===== config.mk =====
export PLATFORM = sky130hd
export DESIGN_NAME = mul_arbiter
export DESIGN_NICKNAME = d
export VERILOG_FILES = /design/src/rtl/mul_arbiter.sv
export SDC_FILE = /design/constraint.sdc
export NUM_CORES = 1
export LEC_CHECK = 0
export BUFFER_PORTS_ARGS = -buffer_cell sky130_fd_sc_hd__clkbuf_2
export CAP_MARGIN = 10
export CORE_MARGIN = 10
export CORE_UTILIZATION = 44
export DETAILED_ROUTE_END_ITERATION = 16
export GPL_TIMING_DRIVEN = 0
export PLACE_DENSITY = 0.85
export SKIP_CTS_REPAIR_TIMING = 1
export SYNTH_ARGS = -nofsm -noshare
export SYNTH_HDL_FRONTEND = slang
export SYNTH_SLANG_ARGS = --single-unit

===== constraint.sdc =====
create_clock -name clk -period 4.1 [get_ports clk]
set_input_delay 0.205 -clock clk [delete_from_list [all_inputs] [get_ports clk]]
set_output_delay 0.205 -clock clk [all_outputs]
set_load 0.05 [all_outputs]

===== src/rtl/mul_arbiter.sv =====
// mul_arbiter: round-robin scheduler that shares one iterative shift-add
// multiplier among N_REQ requesters. The winner's operands are latched, the
// multiplier is sequenced through clear/load/run, and the truncated product
// is returned with a one-cycle ack to the winning requester.
//
// Optional build macro MUL_ARB_ZERO_BYPASS_EN: when defined, a grant whose
// A or B operand is zero skips the multiplier and completes with result 0
// two cycles after the request is sampled.
module mul_arbiter #(
   parameter int N_BITS = 32,
   parameter int N_REQ  = 3
) (
   input  logic                      clk,
   input  logic                      rst,
   input  logic [N_REQ-1:0]          req,
   input  logic [N_REQ*N_BITS-1:0]   a_in,
   input  logic [N_REQ*N_BITS-1:0]   b_in,
   output logic [N_REQ-1:0]          grant,
   output logic [N_REQ-1:0]          ack,
   output logic [N_BITS-1:0]         result,
   output logic                      busy,
   output logic [N_BITS-1:0]         mul_a,
   output logic [N_BITS-1:0]         mul_b,
   output logic                      mul_start,
   output logic                      mul_rst,
   input  logic [N_BITS-1:0]         mul_out
);

   localparam int PW = (N_REQ > 1) ? $clog2(N_REQ) : 1;
   localparam int CW = (N_BITS > 1) ? $clog2(N_BITS) : 1;
   localparam logic [PW-1:0] PTR_INIT = PW'(N_REQ - 1);
   localparam logic [CW-1:0] CNT_LAST = CW'(N_BITS - 1);
   localparam logic [N_REQ-1:0] ONE_HOT0 = {{(N_REQ-1){1'b0}}, 1'b1};

   typedef enum logic [2:0] {
      IDLE  = 3'd0,
      CLEAR = 3'd1,
      LOAD  = 3'd2,
      RUN   = 3'd3,
      DONE  = 3'd4
   } state_t;

   state_t              state;
   state_t              next_state;
   logic [PW-1:0]       ptr;
   logic [CW-1:0]       cnt;

   logic [PW:0]         shamt;
   logic [2*N_REQ-1:0]  req_rot_full;
   logic [N_REQ-1:0]    req_rot;
   int                  sel_sum;
   logic                win_found;
   logic [PW-1:0]       win_idx;
   logic [N_BITS-1:0]   win_a;
   logic [N_BITS-1:0]   win_b;
   logic                skip;

`ifdef MUL_ARB_ZERO_BYPASS_EN
   logic                bypass;
`endif

   // Round-robin pick: rotate requests so the one after the last winner is bit 0.
   always_comb begin
      shamt        = {1'b0, ptr} + {{PW{1'b0}}, 1'b1};
      req_rot_full = {req, req} >> shamt;
      req_rot      = req_rot_full[N_REQ-1:0];
      win_found    = 1'b0;
      sel_sum      = 0;
      // Scan downward so the lowest rotated position (closest to ptr+1) wins.
      for (int k = N_REQ - 1; k >= 0; k--) begin
         win_found = win_found | req_rot[k];
         sel_sum   = req_rot[k] ? (int'(ptr) + 1 + k) : sel_sum;
      end
      sel_sum = (sel_sum >= N_REQ) ? (sel_sum - N_REQ) : sel_sum;
      win_idx = PW'(sel_sum);
      win_a   = a_in[win_idx*N_BITS +: N_BITS];
      win_b   = b_in[win_idx*N_BITS +: N_BITS];
`ifdef MUL_ARB_ZERO_BYPASS_EN
      skip    = (win_a == {N_BITS{1'b0}}) || (win_b == {N_BITS{1'b0}});
`else
      skip    = 1'b0;
`endif
   end

   // State register; reset returns the sequencer to IDLE from any state.
   always_ff @(posedge clk) begin
      if (rst) begin
         state <= IDLE;
      end else begin
         state <= next_state;
      end
   end

   // Next-state decode for the clear/load/run sequence.
   always_comb begin
      next_state = state;
      case (state)
         IDLE: begin
            if (win_found) begin
               next_state = skip ? DONE : CLEAR;
            end else begin
               next_state = IDLE;
            end
         end
         CLEAR: next_state = LOAD;
         LOAD:  next_state = RUN;
         RUN: begin
            if (cnt == CNT_LAST) begin
               next_state = DONE;
            end else begin
               next_state = RUN;
            end
         end
         DONE:    next_state = IDLE;
         default: next_state = IDLE;
      endcase
   end

   // Datapath: grant/operand latch, step counter, result capture and ack pulse.
   always_ff @(posedge clk) begin
      if (rst) begin
         grant     <= '0;
         ack       <= '0;
         result    <= '0;
         mul_a     <= '0;
         mul_b     <= '0;
         mul_start <= 1'b0;
         cnt       <= '0;
         ptr       <= PTR_INIT;
`ifdef MUL_ARB_ZERO_BYPASS_EN
         bypass    <= 1'b0;
`endif
      end else begin
         ack       <= '0;
         mul_start <= (next_state == LOAD);
         case (state)
            IDLE: begin
               if (win_found) begin
                  grant  <= ONE_HOT0 << win_idx;
                  mul_a  <= win_a;
                  mul_b  <= win_b;
                  ptr    <= win_idx;
`ifdef MUL_ARB_ZERO_BYPASS_EN
                  bypass <= skip;
`endif
               end
               cnt <= '0;
            end
            RUN: begin
               if (cnt == CNT_LAST) begin
                  cnt <= '0;
               end else begin
                  cnt <= cnt + {{(CW-1){1'b0}}, 1'b1};
               end
            end
            DONE: begin
`ifdef MUL_ARB_ZERO_BYPASS_EN
               result <= bypass ? {N_BITS{1'b0}} : mul_out;
`else
               result <= mul_out;
`endif
               ack    <= grant;
               grant  <= '0;
            end
            default: begin
               cnt <= cnt;
            end
         endcase
      end
   end

   // Multiplier is held in reset during rst and for the single CLEAR cycle.
   assign mul_rst = rst | (state == CLEAR);
   assign busy    = (state != IDLE);

endmodule


# ---- Word level (Yosys, flattened, before mapping)
# Index checks and enable logic that the tools add are counted.
dict set report totals {
  in_bits 229
  elab_cells 49
  ff_bits 113
  output_inout_bits 105
}
dict set report op_classes {
  eq_ne 7
  add_sub_neg 6
  n_reduce_logical 7
  n_bitwise 4
  magnitude_cmp 1
  shifts 4
  mux 11
}
# cell n
set ops {}
lappend ops {{variable part select 96 x 8 -> 32 bit} 2}
lappend ops {{2-to-1 mux 32 bit} 3}
lappend ops {{adder 32 x 2 -> 32 bit, second input constant} 1}
lappend ops {{adder 32 x 3 -> 32 bit, second input constant} 1}
lappend ops {{>= comparator 32 x 3 -> 1 bit, second input constant} 1}
lappend ops {{case mux 3 bit (4 select lines)} 1}
lappend ops {{case mux 5 bit (2 select lines)} 1}
lappend ops {{equality test 3 x 2 -> 1 bit, second input constant} 3}
lappend ops {{adder 2 x 1 -> 3 bit, second input constant} 2}
lappend ops {{2-to-1 mux 3 bit} 2}
lappend ops {{case mux 3 bit (2 select lines)} 1}
lappend ops {{>> shifter 6 x 3 -> 3 bit} 1}
lappend ops {{adder 5 x 1 -> 5 bit, second input constant} 1}
lappend ops {{equality test 5 bit, second input constant} 1}
lappend ops {{2-to-1 mux 5 bit} 1}
lappend ops {{AND reduction 2 bit} 2}
lappend ops {{nonzero test 2 bit} 2}
lappend ops {{equality test 3 x 1 -> 1 bit, second input constant} 1}
lappend ops {{equality test 3 bit, second input constant} 1}
lappend ops {{logical NOT 3 bit} 1}
lappend ops {{bitwise OR 1 bit} 3}
lappend ops {{nonzero test 3 bit} 1}
lappend ops {{<< shifter 1 x 2 -> 3 bit, first input constant} 1}
lappend ops {{2-to-1 mux 2 bit} 1}
lappend ops {{5 further kinds} 5}

# ---- Logic depth before layout (Yosys ltp)
dict set report logic_depth {
  word_depth 10
  mapped_depth 15
  depth_no_buf 12
}

# ---- Least setup slack after synthesis
# No wires, ideal clock.
dict set report synth_timing {
  path_kind {reg2reg}
  startpoint {reg ptr[1]}
  endpoint {reg mul_b[13]}
  arrival_time_ns 2.875
  period_less_slack_ns 3.021
  required_ns 3.954
  stages_incl_launch_ff 16
  slack_ns 1.079
  setup_time_ns 0.146
  path_buffers 3
  cell_sequence {dfxtp_1 -> buf_6 -> inv_1 -> ha_1 -> nand2b_1 -> mux2i_1 -> a31oi_1 -> and2_1 -> ha_1 -> a31oi_4 -> o31ai_4 -> mux2_4 -> buf_6 -> buf_6 -> a221oi_2 -> a211oi_2}
}
dict set report synth_between {
  elab_chain_cells 8
  word_cells_on_any_way 15
  cone_classes {5 x add/sub; 1 x order compare; 2 x shift; 4 x mux; 2 x bitwise; 1 x reduce/logical}
}
# element line_no
set synth_lines {}
lappend synth_lines {{from (decl)} 45} ;# logic [PW-1:0] ptr;
lappend synth_lines {{from (signal assigned)} 142} ;# ptr <= win_idx;
lappend synth_lines {{adder 2 x 1 -> 3 bit} {64, 72}}
lappend synth_lines {{adder 32 x 3 -> 32 bit or >> shifter 6 x 3 -> 3 bit (tied branches)} {72, 65}}
lappend synth_lines {{2-to-1 mux 32 bit (3 in series)} 72} ;# sel_sum = req_rot[k] ? (int'(ptr) + 1 + k) : sel_sum;
lappend synth_lines {{>= comparator 32 x 3 -> 1 bit or subtractor 2 x 1 -> 2 bit (tied branches)} 74} ;# sel_sum = (sel_sum >= N_REQ) ? (sel_sum - N_REQ) : sel_sum;
lappend synth_lines {{2-to-1 mux 2 bit} 74}
lappend synth_lines {{variable part select 96 x 8 -> 32 bit} 77} ;# win_b = b_in[win_idx*N_BITS +: N_BITS];
lappend synth_lines {{to (signal assigned)} 141} ;# mul_b <= win_b;
lappend synth_lines {{to (decl)} 23} ;# output logic [N_BITS-1:0] mul_b,
# Parallel ways exist; a longest one is shown, timed or not.
# A chain may end at the register's enable or synchronous reset.

# ---- Worst setup path in the final report
dict set report layout_timing {
  startpoint {reg ptr[1]}
  endpoint {reg mul_a[27]}
}
dict set report layout_between {
  elab_chain_cells 8
  word_cells_on_any_way 15
  cone_classes {5 x add/sub; 1 x order compare; 2 x shift; 4 x mux; 2 x bitwise; 1 x reduce/logical}
}
# element line_no
set layout_lines {}
lappend layout_lines {{adder 2 x 1 -> 3 bit} {64, 72}}
lappend layout_lines {{adder 32 x 3 -> 32 bit or >> shifter 6 x 3 -> 3 bit (tied branches)} {72, 65}}
lappend layout_lines {{2-to-1 mux 32 bit (3 in series)} 72}
lappend layout_lines {{>= comparator 32 x 3 -> 1 bit or subtractor 2 x 1 -> 2 bit (tied branches)} 74}
lappend layout_lines {{2-to-1 mux 2 bit} 74}
lappend layout_lines {{variable part select 96 x 8 -> 32 bit} 76} ;# win_a = a_in[win_idx*N_BITS +: N_BITS];
lappend layout_lines {{to (signal assigned)} 140} ;# mul_a <= win_a;
lappend layout_lines {{to (decl)} 22} ;# output logic [N_BITS-1:0] mul_a,
# Parallel ways exist; a longest one is shown, timed or not.

==> impl_metrics.csv <==
group,metric,value,unit
status,status,"finished, final reports clean",
sta,clock_skew,0.007497,ns
cells_and_area,area_growth,42.57,%
cells_and_area,utilization,64.66,%
die,num_rows,41,
critical_path,crit_family,"buffers and inverters",
critical_path,critical_path.cell_chain,"buf_6 -> inv_1 -> ha_1 -> nand2b_1 -> mux2i_1 -> a31oi_1 -> and2_1 -> ha_1 -> a31oi_4 -> o31ai_4 -> mux2i_1 -> buf_2 -> buf_2 -> a221oi_1 -> a211oi_1",
synth,synth_ff_type,"dfxtp_1",
synth,synth-compound-area-share,33.82,%
synth,synthArstFlopShare,0,%
detailed_routing,antenna_left,0,
synth,synth-xor-area-share,0.3024,%
cells_and_area,layout-drive-gt1-share,48.26,%
cells_and_area,nNetsFinal,1227,
critical_path,crit_fanout,10,
synth,synth.distinct_cells,44,
synth,synth_edf_count,0,
sta,relSlewSlack,49.32,%
detailed_routing,drc,0,
sta,hold_viol_final,0,
sta,tightest_slew,0.7574,ns
global_route,grt_use_total,25.31,%
flow_run,max-cap-violations,0,
synth,avgSynthCellArea,9.009,µm²
synth,yosysSeqAreaShare,39.05,%
global_route,globalRouteOverflowTotal,0,
clock_tree,clock_sinks,113,
clock_tree,clock_latency,0.41,ns
min_path,holdPathStages,3,
sta,fin_crit_sh,83.93,%
detailed_routing,drt-initial-drc-count,381,
clock_tree,cts_made_buffers,17,
critical_path,path_depth,15,
place,dp_hpwl,19.17,mm
sta,holdWs,0.009406,ns
die,pin_count,334,
sta,setup_violations,0,
synth,ys_ff_latch,113,
critical_path,crit_buf_inv,4,
power_and_ir_drop,power_density,1031,nW/µm²
sta,grt_setup_unrepaired,"no",
die,dieArea,18160,µm²
detailed_routing,drt-wirelength-per-cell,20.49,µm
critical_path,worstSetupPathType,"register to register",
critical_path,worstPathRequired,4.42,ns
power_and_ir_drop,ir_drop,471.8,µV
die,die_h,134.7,µm
critical_path,crit_path_end_kind,"register",
detailed_routing,wirelength,24.14,mm
critical_path,crit_arrival,3.76,ns
place,routabilityCongestion,0.9906,
critical_path,cp_slowest_cell,"dfxtp_1",
critical_path,critPathLaunchType,"register",
synth,muxShareOfSynthArea,1.663,%
synth,synth_top_family_by_area,"compound AO/OA/AOI/OAI gates",
sta,fmaxAchievable,290.6,MHz
clock_tree,cts_root_buffer,"clkbuf_16",
synth,syn_area,5793,µm²
critical_path,reg2regPathDepth,15,
die,die_w,134.7,µm
die,start_util,45.35,%
clock_tree,htree_levels,4,
clock_tree,cts_buffer_depth,2,
detailed_routing,detailroute.via_count,6421,
global_route,grt_pass1_wl,36.00,mm
synth,syn_inst,643,
synth,synth_nets,878,
detailed_routing,via_per_inst,5.451,
global_route,grt_max_degree,17,
power_and_ir_drop,leakagePower,3.748,nW
global_route,grt_pass1_vias,6496,
sta,slew_viol_final,0,
global_route,antenna_found_initial,4,
critical_path,cp_slowest_stage_delay,0.43,ns
clock_tree,cts_tree,"built",
clock_tree,clk_pin_slew,0.05,ns
synth,synth-adder-area-share,1.296,%
synth,yosysWarnings,0,
min_path,hold_path_class,"input port to register",
sta,tns,0,ns
synth,synthSimpleGateAreaFrac,17.37,%
place,io_buffers,330,
detailed_routing,dr.pass1.iters,5,
die,core-area,12770,µm²
sta,min_period,3.441,ns
[metrics by stage]
step / worst slack (ns) / power, mW / std cells / cell area, µm²
floorplan: 1.079 / 5.792 / 643 / 5793
global placement: 0.7297 / 6.963 / 1145 / 7660
detailed placement: 0.7033 / 7.035 / 1145 / 7660
CTS: 0.6773 / 8.548 / 1175 / 8252
global route: 0.3438 / 8.975 / 1176 / 8254
finish: 0.6589 / 8.516 / 1178 / 8259
[per-layer routing]
metal  vias up  GRT usage, %  part of all wire (%)
li1       3031             -                     -
met1      2988         25.47                    34
met2       340         44.74                    51
met3        58         10.35                    12
met4         4         11.43                   3.2
met5         -             0                  0.11
[sequential cells by signal, indices dropped and copies added (netlist names)]
| name | flops |
|---|---|
| mul_start | 1 |
| cnt | 5 |
| mul_a | 32 |
| mul_b | 32 |
| state | 3 |
| grant | 3 |
| result | 32 |
| ptr | 2 |
| ack | 3 |
[Yosys cell counts (5+ instances only)]
master,number,area share [%]
a211oi_1,28,3.6
nor2_1,78,5.1
a211oi_2,38,8.2
buf_4,5,0.65
a221oi_1,14,2.1
o21ai_0,10,0.86
nand3_1,6,0.52
dfxtp_1,113,39
a221oi_2,51,13
ha_1,6,1.3
nand2_1,141,9.1
buf_2,14,1.2
inv_1,7,0.45
buf_6,5,0.97
a21oi_1,44,3.8
clkbuf_1,33,2.1
[cells in the final DEF (no fill, tap or decap), drive strengths merged, types with 2 or more instances in the layout]
cell | synthesis | layout
a21o | 2 | 2
nor3b | 3 | 3
dfxtp | 113 | 113
nor2b | 3 | 3
diode | 0 | 3
inv | 7 | 7
a21oi | 44 | 44
nand3 | 6 | 6
and2 | 4 | 4
o21ai | 10 | 10
mux2 | 4 | 4
a221oi | 65 | 65
mux2i | 4 | 4
ha | 6 | 6
nor3 | 3 | 3
a31oi | 2 | 2
clkbuf | 33 | 382
bufinv | 0 | 3
a211oi | 66 | 66
nand2b | 2 | 2
buf | 29 | 29
or3 | 3 | 3
nor2 | 78 | 78
clkinv | 0 | 6
clkinvlp | 0 | 2
nand2 | 141 | 141
nor4 | 2 | 2
a2bb2oi | 2 | 2
[worst reg2reg max path, stage by stage, from the launching register on]
cell	delay, ns
dfxtp_1	0.43
buf_6	0.17
inv_1	0.07
ha_1	0.32
nand2b_1	0.09
mux2i_1	0.15
a31oi_1	0.16
and2_1	0.22
ha_1	0.21
a31oi_4	0.17
o31ai_4	0.14
mux2i_1	0.20
buf_2	0.29
buf_2	0.33
a221oi_1	0.12
a211oi_1	0.27
[final timing paths]
kind / from / end / slack (ns)
worst max-delay path: ptr[1]$_SDFFE_PP1P_ / mul_a[27]$_SDFFE_PP0P_ / 0.66
worst min-delay path: mul_out[18] / result[18]$_SDFFE_PP0P_ / 0.009
worst min register to register: result[1]$_SDFFE_PP0P_ / result[1]$_SDFFE_PP0P_ / 0.45
worst max register to register: ptr[1]$_SDFFE_PP1P_ / mul_a[27]$_SDFFE_PP0P_ / 0.66
[layout make-up]
class | instances | area [µm²]
Tap cell | 172 | 215.2
Clock inverter | 11 | 138.9
Antenna cell | 3 | 7.507
Buffer | 62 | 350.3
Sequential cell | 113 | 2262
Fill cell | 1039 | 4514
Clock buffer | 19 | 452.9
Inverter | 7 | 26.28
Timing Repair Buffer | 330 | 1652
Multi-Input combinational cell | 461 | 3154
[logic make-up (layout without fill, tap and decap cells)]
logic type / Yosys count / in the layout
mux: 8 / 8
compound gates: 196 / 196
xor+xnor: 2 / 2
other cells: 0 / 3
simple gates: 249 / 249
fa+ha+maj: 6 / 6
flops: 113 / 113
buf+inv: 69 / 429
[report_power, final]
part / switching [mW] / internal (mW) / leakage (nW)
logic: 3.62 / 1.80 / 2.53
clock network: 0.518 / 0.974 / 0.290
registers: 0.191 / 1.42 / 0.927
Power figures use the tool's default switching activity.
